**src/rtl/mem_stage_pkg.sv**
```systemverilog
// Shared definitions for the handshaked memory stage: load/store opcodes,
// the access FSM state type and a small opcode decode helper.
package mem_stage_pkg;

  localparam int unsigned OP_W = 5;

  localparam logic [OP_W-1:0] OP_LW = 5'b01000;
  localparam logic [OP_W-1:0] OP_SW = 5'b00111;

  typedef enum logic {
    IDLE = 1'b0,
    WAIT = 1'b1
  } state_e;

  // True for the two opcodes that touch data memory.
  function automatic logic is_mem_op(input logic [OP_W-1:0] op);
    return (op == OP_LW) || (op == OP_SW);
  endfunction

endpackage

```
**src/rtl/stage_memory_hs.sv**
```systemverilog
// stage_memory_hs: memory stage between execute and writeback, driving data
// memory through a req/ack handshake so variable-latency memories work.
//
// Optional feature macro: MEM_BOUND_CHECK_EN (range-check lw/sw against DEPTH;
// out-of-range accesses complete without a request and raise fault_out).
//
// Ports:
//   clock, resetn          clock and synchronous active-low reset
//   valid_in, insn_in      X/M instruction (opcode = insn_in[31:27])
//   o_in, b_in             ALU result (address) and store data
//   wm_bypass, data_writeReg  W->M bypass select and writeback result
//   stall_out              holds F/D/X and X/M (combinational)
//   dmem_req, wren, address_dmem, d_dmem   registered memory request
//   dmem_ack, q_dmem       memory completion pulse and read data
//   valid_out, insn_out, o_out, d_out, fault_out   M/W pipeline register
module stage_memory_hs
  import mem_stage_pkg::*;
#(
  parameter int unsigned DATA_W = 32,
  parameter int unsigned ADDR_W = 12,
  parameter int unsigned DEPTH  = 4096
) (
  input  logic              clock,
  input  logic              resetn,
  input  logic              valid_in,
  input  logic [31:0]       insn_in,
  input  logic [DATA_W-1:0] o_in,
  input  logic [DATA_W-1:0] b_in,
  input  logic              wm_bypass,
  input  logic [DATA_W-1:0] data_writeReg,
  output logic              stall_out,
  output logic              dmem_req,
  output logic              wren,
  output logic [ADDR_W-1:0] address_dmem,
  output logic [DATA_W-1:0] d_dmem,
  input  logic              dmem_ack,
  input  logic [DATA_W-1:0] q_dmem,
  output logic              valid_out,
  output logic [31:0]       insn_out,
  output logic [DATA_W-1:0] o_out,
  output logic [DATA_W-1:0] d_out,
  output logic              fault_out
);

`ifdef MEM_BOUND_CHECK_EN
  localparam bit BOUND_EN = 1'b1;
`else
  localparam bit BOUND_EN = 1'b0;
`endif

  localparam int unsigned INSN_W = 32;
  // One extra bit so DEPTH == 2^DATA_W would still compare correctly.
  localparam logic [DATA_W:0] DEPTH_W = (DATA_W + 1)'(DEPTH);

  state_e              state_q, state_d;
  logic                dmem_req_q, dmem_req_d;
  logic                wren_q, wren_d;
  logic [ADDR_W-1:0]   addr_q, addr_d;
  logic [DATA_W-1:0]   dmem_data_q, dmem_data_d;
  logic [INSN_W-1:0]   req_insn_q, req_insn_d;
  logic [DATA_W-1:0]   req_o_q, req_o_d;
  logic                valid_q, valid_d;
  logic [INSN_W-1:0]   insn_out_q, insn_out_d;
  logic [DATA_W-1:0]   o_out_q, o_out_d;
  logic [DATA_W-1:0]   d_out_q, d_out_d;
  logic                fault_q, fault_d;

  logic mem_op_c;
  logic oob_c;
  logic req_is_lw_c;

  assign mem_op_c    = is_mem_op(insn_in[31:27]);
  assign oob_c       = BOUND_EN && mem_op_c && ({1'b0, o_in} >= DEPTH_W);
  assign req_is_lw_c = (req_insn_q[31:27] == OP_LW);

  // Next-state and stall logic for the access FSM and M/W register.
  always_comb begin
    state_d     = state_q;
    dmem_req_d  = dmem_req_q;
    wren_d      = wren_q;
    addr_d      = addr_q;
    dmem_data_d = dmem_data_q;
    req_insn_d  = req_insn_q;
    req_o_d     = req_o_q;
    valid_d     = valid_q;
    insn_out_d  = insn_out_q;
    o_out_d     = o_out_q;
    d_out_d     = d_out_q;
    fault_d     = fault_q;
    stall_out   = 1'b0;

    case (state_q)
      IDLE: begin
        // A stray ack here belongs to an abandoned access and is ignored.
        if (!valid_in) begin
          valid_d = 1'b0;
        end else if (mem_op_c && !oob_c) begin
          stall_out   = 1'b1;
          state_d     = WAIT;
          dmem_req_d  = 1'b1;
          wren_d      = (insn_in[31:27] == OP_SW);
          addr_d      = o_in[ADDR_W-1:0];
          dmem_data_d = wm_bypass ? data_writeReg : b_in;
          req_insn_d  = insn_in;
          req_o_d     = o_in;
          valid_d     = 1'b0;
        end else begin
          // Non-memory op, or an out-of-range access completing as a fault.
          valid_d    = 1'b1;
          insn_out_d = insn_in;
          o_out_d    = o_in;
          d_out_d    = '0;
          fault_d    = oob_c;
        end
      end
      WAIT: begin
        stall_out = ~dmem_ack;
        valid_d   = 1'b0;
        if (dmem_ack) begin
          state_d    = IDLE;
          dmem_req_d = 1'b0;
          wren_d     = 1'b0;
          valid_d    = 1'b1;
          insn_out_d = req_insn_q;
          o_out_d    = req_o_q;
          d_out_d    = req_is_lw_c ? q_dmem : '0;
          fault_d    = 1'b0;
        end
      end
      default: begin
        state_d = IDLE;
      end
    endcase
  end

  // State and pipeline registers; reset abandons any in-flight access.
  always_ff @(posedge clock) begin
    if (!resetn) begin
      state_q     <= IDLE;
      dmem_req_q  <= 1'b0;
      wren_q      <= 1'b0;
      addr_q      <= '0;
      dmem_data_q <= '0;
      req_insn_q  <= '0;
      req_o_q     <= '0;
      valid_q     <= 1'b0;
      insn_out_q  <= '0;
      o_out_q     <= '0;
      d_out_q     <= '0;
      fault_q     <= 1'b0;
    end else begin
      state_q     <= state_d;
      dmem_req_q  <= dmem_req_d;
      wren_q      <= wren_d;
      addr_q      <= addr_d;
      dmem_data_q <= dmem_data_d;
      req_insn_q  <= req_insn_d;
      req_o_q     <= req_o_d;
      valid_q     <= valid_d;
      insn_out_q  <= insn_out_d;
      o_out_q     <= o_out_d;
      d_out_q     <= d_out_d;
      fault_q     <= fault_d;
    end
  end

  assign dmem_req     = dmem_req_q;
  assign wren         = wren_q;
  assign address_dmem = addr_q;
  assign d_dmem       = dmem_data_q;
  assign valid_out    = valid_q;
  assign insn_out     = insn_out_q;
  assign o_out        = o_out_q;
  assign d_out        = d_out_q;
  assign fault_out    = fault_q;

endmodule

```
**config.mk**
```make
export PLATFORM = sky130hd
export DESIGN_NAME = stage_memory_hs
export DESIGN_NICKNAME = d
export VERILOG_FILES = /design/src/rtl/mem_stage_pkg.sv /design/src/rtl/stage_memory_hs.sv
export SDC_FILE = /design/constraint.sdc
export NUM_CORES = 1
export LEC_CHECK = 0
export CORE_UTILIZATION = 30
export CTS_CLUSTER_SIZE = 16
export DETAILED_ROUTE_END_ITERATION = 8
export MAX_ROUTING_LAYER = met4
export PLACE_DENSITY = 0.56
export REMOVE_ABC_BUFFERS = 1
export SLEW_MARGIN = 5
export SYNTH_ARGS = -nofsm -noshare
export SYNTH_HDL_FRONTEND = slang
export SYNTH_SLANG_ARGS = --single-unit
```
**constraint.sdc**
```tcl
create_clock -name clock -period 3.57 [get_ports clock]
set_input_delay 0.5355 -clock clock [delete_from_list [all_inputs] [get_ports clock]]
set_output_delay 0.5355 -clock clock [all_outputs]
set_load 0.05 [all_outputs]
```
* Word level (Yosys, flattened, before mapping)
Cells that the tools add are included.
** Operators by class
- Bitwise logic cells :: 2
- Muxes and demuxes :: 33
- Reductions and logical operators :: 4
- Multipliers :: 0
- Magnitude comparators :: 0
- Shifts and indexed selects :: 0
- Equal/unequal tests :: 7
- Div/mod/pow operators :: 0
- $add $sub $neg :: 0
** Operators by type and width (count)
- $mux 32 :: 11
- $pmux 32 s2 :: 3
- $mux 1 :: 13
- $pmux 1 s2 :: 6
- $eq 5x4->1 const B :: 2
- $reduce_and 3->1 :: 3
- $ne 2x2->1 const B :: 4
- $eq 5x3->1 const B :: 1
- $not 1->1 :: 2
- $logic_or 1x1->1 :: 1
** Word-level totals
- Bits in latches :: 0
- Output and inout bits :: 145
- RAM bits :: 0
- ROM bits :: 0
- Register bits after elaboration :: 209
- Memories :: 0
- Bits of input ports :: 165
- Logic and storage cells :: 58

* Longest topological paths before layout
Gate-level depths: netlist (run 1).
- Depth after elaboration :: 5
- Depth in mapped cells :: 7
- Gate-level depth less buffers :: 4

* Least setup slack after synthesis (run 1)
No wires, ideal clock.
- Kind :: in2out
- From :: input insn_in[27]
- To :: output stall_out
- Data arrival time :: 1.772 ns
- Cell stages on the path :: 4
- Path slack :: 1.263 ns
- Buffers on the path :: 0
- Required time :: 3.034 ns
- Cells stage by stage :: or4b_1 a21oi_1 nand2_1 nand2_1
** Between the ends
- Word-level cells in the longest chain between the ends :: 5
** RTL lines
- start, declared :: line stage_memory_hs.sv:26 : input logic [31:0] insn_in,
- $eq 5x4->1 or $eq 5x3->1 (tied branches) :: line mem_stage_pkg.sv:17 : return (op == OP_LW) || (op == OP_SW);
- $logic_or 1x1->1 * :: line mem_stage_pkg.sv:17
- $mux 1 * :: line stage_memory_hs.sv:97 : end else if (mem_op_c && !oob_c) begin
- $mux 1 * :: line stage_memory_hs.sv:95 : if (!valid_in) begin
- $pmux 1 s2 * :: line stage_memory_hs.sv:92 : case (state_q)
- end, declared :: line stage_memory_hs.sv:31 : output logic stall_out,
Mark *: on every way between the ends. The rest lies on a longest branch, timed or not.

* Worst setup path after layout (run 1)
- From :: input insn_in[30]
- To :: output stall_out
The elaborated chain is that of the path after synthesis.

==> results of run 1 <==
==> metal layers <==
layer	track usage [%]	wire length, um	vias up
li1	-	-	3680
met1	23.0	11100	3277
met2	28.7	11600	242
met3	5.48	1750	15
met4	4.43	250	0
met5	-	0	-
==> Yosys cell counts <==
cell / number / area [um2]
sky130_fd_sc_hd__mux2i_1: 95 / 951
sky130_fd_sc_hd__buf_4: 13 / 97.6
sky130_fd_sc_hd__o221a_2: 1 / 11.3
sky130_fd_sc_hd__and3_1: 1 / 6.26
sky130_fd_sc_hd__o21ai_0: 32 / 160
sky130_fd_sc_hd__nand4_1: 10 / 62.6
sky130_fd_sc_hd__nor2b_1: 1 / 6.26
sky130_fd_sc_hd__o21ai_1: 38 / 190
sky130_fd_sc_hd__a221oi_1: 1 / 8.76
sky130_fd_sc_hd__a211oi_1: 32 / 240
sky130_fd_sc_hd__or4_1: 1 / 7.51
sky130_fd_sc_hd__nor2_1: 37 / 139
sky130_fd_sc_hd__nand4b_1: 2 / 17.5
sky130_fd_sc_hd__conb_1: 1 / 3.75
sky130_fd_sc_hd__clkbuf_1: 61 / 229
sky130_fd_sc_hd__o211ai_1: 63 / 473
sky130_fd_sc_hd__or4b_1: 1 / 10.0
sky130_fd_sc_hd__a2111oi_4: 1 / 27.5
sky130_fd_sc_hd__inv_1: 2 / 7.51
sky130_fd_sc_hd__nand3_1: 60 / 300
sky130_fd_sc_hd__nor3_1: 2 / 10.0
sky130_fd_sc_hd__dfxtp_1: 196 / 3920
sky130_fd_sc_hd__nand2_1: 136 / 510
sky130_fd_sc_hd__or2_2: 63 / 394
sky130_fd_sc_hd__buf_2: 24 / 120
sky130_fd_sc_hd__o31ai_1: 1 / 7.51
sky130_fd_sc_hd__a22o_1: 22 / 193
sky130_fd_sc_hd__a21oi_1: 5 / 25.0
sky130_fd_sc_hd__nand2b_1: 2 / 12.5
sky130_fd_sc_hd__o21a_1: 4 / 30.0
sky130_fd_sc_hd__inv_2: 1 / 3.75
==> final timing paths <==
kind / start / endpoint / slack, ns
hold / removal: req_o_q[12] / req_o_q[12] / 0.45
setup reg to reg: state_q / o_out[1] / 1.48
hold reg to reg: req_o_q[12] / req_o_q[12] / 0.45
setup / recovery: insn_in[30] / stall_out / 0.68
==> area by class of cell <==
cell class / instances / area, um2 / share of cell area, %
inverters: 3 / 11.3 / 0.0937
clock inverters: 14 / 159 / 1.32
repair buffers: 323 / 3250 / 27.1
flip-flops and latches: 196 / 3930 / 32.7
multi-input cells: 612 / 3810 / 31.7
diodes: 1 / 2.50 / 0.0208
well taps: 341 / 427 / 3.55
clock buffers: 18 / 429 / 3.57
==> tightest hold or removal path: stages, from the launching register on <==
cell	delay, ns
sky130_fd_sc_hd__dfxtp_1	0.31
sky130_fd_sc_hd__nand2_1	0.05
sky130_fd_sc_hd__o21ai_1	0.05
==> power by group <==
| part | internal, mW | switching, mW |
|---|---|---|
| Clock | 0.998 | 0.952 |
| Combinational | 0.391 | 0.479 |
| Sequential | 2.26 | 0.0381 |
| Total | 3.65 | 1.47 |
==> per-stage QoR <==
stage / instance area (um2) / TNS (ns) / utilization (%) / instances / hold slack, ns
after floorplan: 7730 / -449.12 / - / 811 / 0.429
after detailed placement: 11400 / 0 / 42.5 / 1475 / 0.440
after global placement: 11400 / 0 / 42.5 / 1475 / 0.435
after CTS: 12000 / 0 / 44.7 / 1507 / 0.451
after global routing: 12000 / 0 / 44.7 / 1508 / 0.463
final: 12000 / 0 / 44.7 / 1508 / 0.448
==> cells by family after synthesis <==
| group | share of synthesized area, % |
|---|---|
| other cells | 0.0458 |
| flops | 48.0 |
| mux | 11.6 |
| simple gates | 18.1 |
| buf+inv | 5.60 |
| compound gates | 16.7 |
==> state kept, by name (all words and copies together), names as in the netlist <==
register / cells
d_out: 32
valid_out: 1
insn_out: 32
d_dmem: 32
o_out: 32
dmem_req: 1
req_o_q: 21
req_insn_q: 32
wren: 1
address_dmem: 11
state_q: 1
==> impl.org, run 1 <==
** STA
- The number of failing hold endpoints at the final stage came to 0.
- Final WS setup :: 0.681 ns
- Fin. max-slew vios :: 0
- Tcrit/Tclk final :: 80.9%
- The worst path in the final design needs a cycle of roughly 2.9 ns, including I/O delays and setup.
- Post-route clock skew :: 0.0175 ns
- Timing would allow up to 346 MHz.
- Tightest slew margin relative to the limit :: 38.9%
- At the pin with the least slew margin, the transition time is slightly above 0.9 ns.
- Setup violations remaining at the end of the flow were counted as 0.
- RSZ-0062 raised after global routing :: no

** Logic synthesis
- In this run the cell area of the synthesized design comes to 8180 um2.
- Count of cell types in the netlist :: 31
- During synthesis, Yosys emitted a total of 0 warnings.
- Seq cells post-synth :: about 200
- Synthesis handed over a netlist of between 900 and 1000 instances.
- Mean area per synthesized cell :: ~9 um2
- Sequential elements use 48.0% of the synthesized area.

** Global route
- The number of antenna violations at the first check in global routing was 1.
- The first global-routing pass estimated 38600 um of wire.
- For this run the aggregate overflow at the end of global routing stands at 0.
- Total track usage :: between 15 and 20%
- The via count of the first global-routing pass was 6820.
- Entering global routing, the biggest net connects 180 pins.

** Floorplan
- For this configuration, the core starts out at a cell density of a little under a third.
- During I/O placement, the number of pins put on the boundary was slightly above 300.
- The die is 167 um wide.
- The floorplan step defined a die boundary enclosing 27900 um2.
- Number of placement rows :: 60
- Core Footprint :: 26900 um2
- From bottom edge to top edge, the die measures 167 um.

** Worst setup path
- In this run the number of cells on the critical path is 6.
- In this run the worst path has a maximum fanout of 6.
- Highest-delay cell along the critical path :: sky130_fd_sc_hd__clkdlybuf4s50_1
- Largest stage delay on the critical path :: around 0.6 ns
- R2R cell count :: 5
- Worst setup SP type :: input pin
- The worst setup path is captured at an output pin.
- Broken down by cell family, the worst path's largest delay share belongs to simple AND/OR/NAND/NOR gates.
- Crit path arrival time :: 2.35 ns
- For the worst setup path, the data required time is 3.03 ns.
- The critical path contains buffers and inverters numbering 2 combined.
- Cell-by-cell trace of the critical path :: clkdlybuf4s50_1, or4b_1, a21oi_1, nand2_1, nand2_1, buf_4
- Counting stages on the worst path, the most repeated cell is sky130_fd_sc_hd__nand2_1.
- The setup path with the least slack is of type in -> out.

** Detailed routing
- Routed wire length :: 24800 um
- Via/cell ratio :: 4.78
- Drt pass-1 iters :: 7
- Number of vias in the routed layout :: roughly 7000
- DR DRC count :: 0
- After the first detailed-routing iteration, the DRC count stood at 375.
- Once detail routing completed, the nets flagged for antenna violations numbered 0.
- Dividing the detail-routed wire length by the instance count gives 16.4 um.

** Clocking
- Clock-pin slew was measured on the worst setup and hold paths at 0.07 ns.
- Number of buffers created by CTS :: 17
- Post-CTS repair changed the size of 0 cells.
- Buffer type at the clock tree root :: sky130_fd_sc_hd__clkbuf_16
- Number of post-CTS setup repair buffers :: 0
- For the worst-skew pair, the clock arrives at the later sink with an insertion delay of between 0.4 and 0.5 ns.
- The H-tree generated during clock tree synthesis spans 4 levels.
- TritonCTS built the clock tree.
- In this run, post-CTS hold repair placed 0 buffers.
- In this run the deepest clock path goes through 2 buffers.
- The clock drives 196 sinks.

** Cells and area
- In the layout the commonest cells are sky130_fd_sc_hd__clkdlybuf4s50_1, sky130_fd_sc_hd__dfxtp_1, sky130_fd_sc_hd__nand2_1, sky130_fd_sc_hd__mux2i_1.
- After filler insertion, the fill cell instance count of the layout stands at 2640.
- For this run, the post-layout net count is 1318.
- From synthesis to final layout, the design area changed by 46.9%.
- The library cell used most frequently in the layout, excluding fill and tap cells, is sky130_fd_sc_hd__clkdlybuf4s50_1.
- Fraction of final layout cells with drive strength greater than 1 :: 10.1%

** Power
- Leak :: 4.41 nW
- Power spread over the standard cell area amounts to 426 nW/um2.
- Total power for the finished layout comes to about 5.1 mW.
- Worst voltage drop across the vdd grid :: 0.254 mV

** Placement
- In this run the tool buffered the top-level ports with just over 300 buffer cells.
- Pre-CTS setup slack :: 0.447 ns
- The wire-length estimate of the detail-placed layout is 16900 um.
- Gpl congestion :: 0.756

** Run status
- The flow ran to the end, and the final reports show no timing, DRC or antenna violations.

** Min path
- Hold Path Class :: reg -> reg
- Hold Path Depth :: 2

** Run
- Max-cap violations in this run came to 0.
(Power assumes the default switching activity.)
==> run 2, diff against run 1 <==
- PLACE_DENSITY: 0.56 -> 0.58
- clock period: 3.57 -> 2.57 ns (I/O delays scaled with it)
==> run 2 against run 1 <==
Against the previous run:
- cell count is 1.5% higher
- via count up 1.9%
- first-iteration DRC count rose by 2.9%
- combinational power up 44%
==> impl.org, run 2 (same netlist as run 1, synthesis figures left out) <==
** Run status
- Outcome :: finished clean

** Cells and area
- Number of fill cells in the layout :: 2591
- From synthesis to final layout, the design area changed by 51.0%.
- Final cell count without fillers :: about 1500
- Number of nets in the finished design :: 1342
- Highest-count cells in the layout ignoring fill and taps :: sky130_fd_sc_hd__clkdlybuf4s50_1, sky130_fd_sc_hd__dfxtp_1, sky130_fd_sc_hd__nand2_1, sky130_fd_sc_hd__mux2i_1
- Fraction of final layout cells with drive strength greater than 1 :: 12.0%
- Most frequent standard cell in the layout excluding fill and tap cells :: sky130_fd_sc_hd__clkdlybuf4s50_1
- The number of antenna diodes in the final layout is 0.

** Worst setup path
- Largest stage delay on the critical path :: 0.60 ns
- Of all nets on the critical path, the largest fanout is 3.
- STA classifies the critical path startpoint as an input pin.
- In this design, the critical path's most frequently occurring cell is sky130_fd_sc_hd__nand2_1.
- Among all stages on the critical path, the largest delay is contributed by sky130_fd_sc_hd__or4b_1.
- Crit path arrival time :: between 2 and 2.5 ns
- The worst setup path is of the in -> out kind.
- Cell-by-cell trace of the critical path :: clkdlybuf4s50_1, or4b_1, a21oi_1, nand2_1, nand2_1, buf_12
- Data on the critical path is required at its endpoint by ~2.2 ns.
- Crit path capture type :: output pin

** Floorplan
- The die is 167 um tall.
- In this run the standard cell core region covers 26900 um2.
- Initial cell density of the core :: between 30% and 40%
- Overall die area :: about 28000 um2
- 310 I/O pins were placed.
- In this run the core area contains 60 standard-cell rows.
- Die extent in x :: around 170 um

** Clocking
- TritonCTS built the clock tree.
- Clock tree synthesis selected as its root buffer the cell sky130_fd_sc_hd__clkbuf_16.
- Number of levels the H-tree was split into :: 4
- CTS Sinks :: 196
- In this run, post-CTS repair resized a total of 0 instances.
- Buffers inserted during clock tree synthesis total 17.
- Reg clk slew, reported paths :: 0.08 ns
- Number of post-CTS setup repair buffers :: 0
- In this run the deepest clock path goes through 2 buffers.
- Hold repair after CTS inserted 0 buffers.
- At the later pin of the worst-skew pair, clock insertion delay measures 0.43 ns.

** Placement
- At the end of routability-driven placement, the weighted congestion stood at ~0.76.
- During placement, the flow inserted port buffers numbering 308.
- Pre-CTS setup slack :: -0.108 ns
- In this run, placement finished with an instance count of 1499.
- Half-perimeter wire length of the detailed placement result :: 17400 um

** STA
- Setup violations remaining at the end of the flow were counted as 0.
- In the post-route analysis, the smallest setup slack over all paths is 0.0878 ns.
- The tightest hold path in the finished design has a slack of between 0.2 and 0.3 ns.
- Fin. max-slew vios :: 0
- Max Clock Freq :: 403 MHz
- Setup repair after global routing left no endpoint under its margin.
- Tightest slew margin relative to the limit :: 51.5%
- At the pin with the least slew margin, the transition time is 0.726 ns.
- Subtracting the final worst setup slack from the clock period gives 2.48 ns.
- The number of failing hold endpoints at the final stage is 0.
- The clock arrives with 0.0119 ns of skew.
- Tcrit/Tclk final :: 96.6%

** Detailed routing
- Number of vias in the routed layout :: 7350
- Drt pass-1 iters :: 5
- DR DRC count :: 0
- In the final routed layout, each cell accounts on average for 16.2 um.
- Antenna Violating Nets Remaining :: 0
- DRC violation total after the first TritonRoute iteration :: 386
- After detailed routing, the total wire length is 24800 um.
- After detailed routing, the number of vias per cell comes to just under 5.

** Power
- Net switching is 28.9% of the power.
- The analysis attributes to cell leakage a power of 4.58 nW.
- Worst voltage drop across the vdd grid :: 0.400 mV
- Of the total power, combinational logic draws 17.2%.
- Total power for the finished layout comes to 7.24 mW.
- Switching power summed over all nets :: 2.10 mW
- Share of power burned in the clock network :: 38.7%
- For this design the ratio of total power to cell area is a little under 600 nW/um2.
- Of the total power, registers draw 44.1%.
- Internal power component :: a little over 5 mW

** Run
- Max-capacitance violation count :: 0

** Global route
- Number of antenna violations at the first check in global routing :: 0
- Entering global routing, the biggest net connects 136 pins.
- Residual overflow from global routing :: 0
- Vias in the first global route :: 6848
- Global routing used 18.1% of the available tracks.
- First-pass GRT wire length :: 38700 um

** Min path
- The worst hold path belongs to the class in -> reg.
run 2: layout make-up:
cell class,instances,area [um2],share of cell area [%]
clock buffer,18,439,3.56
multi-input combinational,612,3810,30.9
timing repair buffer,347,3540,28.7
clock inverter,14,190,1.54
tap,341,427,3.46
sequential,196,3930,31.8
inverter,3,11.3,0.0912
run 2: worst max-delay path, delay by kind of cell:
family | cells | cell delay, ns
simple gates | 3 | 0.86
compound gates | 1 | 0.24
buf+inv | 2 | 0.59
run 2: routing by layer:
metal	up-vias	global-route usage [%]	wire, um
met3	12	5.01	1800
met4	0	4.23	159
met5	-	-	0
met1	3363	22.9	11200
met2	269	28.5	11600
li1	3706	-	-
run 2: per-stage QoR:
stage | area, um2 | setup TNS [ns] | utilization, %
floorplan | 7730 | -616.24 | -
global placement | 11700 | -0.975 | 43.6
detailed placement | 11700 | -4.16 | 43.6
CTS | 12300 | 0 | 45.9
global route | 12300 | 0 | 45.9
finish | 12300 | 0 | 45.9
run 2: power groups by stage:
stage | logic (mW) | registers, mW | clock network (mW)
detailed placement | 1.26 | 3.26 | 0
floorplan | 0.315 | 3.57 | 0
finish | 1.25 | 3.19 | 2.80
global placement | 1.25 | 3.26 | 0
global route | 1.32 | 3.20 | 3.02
CTS | 1.26 | 3.19 | 2.90
run 2: path summary, 6_finish.rpt:
check / start / end / slack (ns) / cells past startpoint
setup / recovery: insn_in[28] / stall_out / 0.09 / 6
hold / removal: resetn / insn_out[20] / 0.30 / 3
setup reg to reg: state_q / insn_out[8] / 0.84 / 5
hold reg to reg: req_o_q[23] / req_o_q[23] / 0.45 / 2
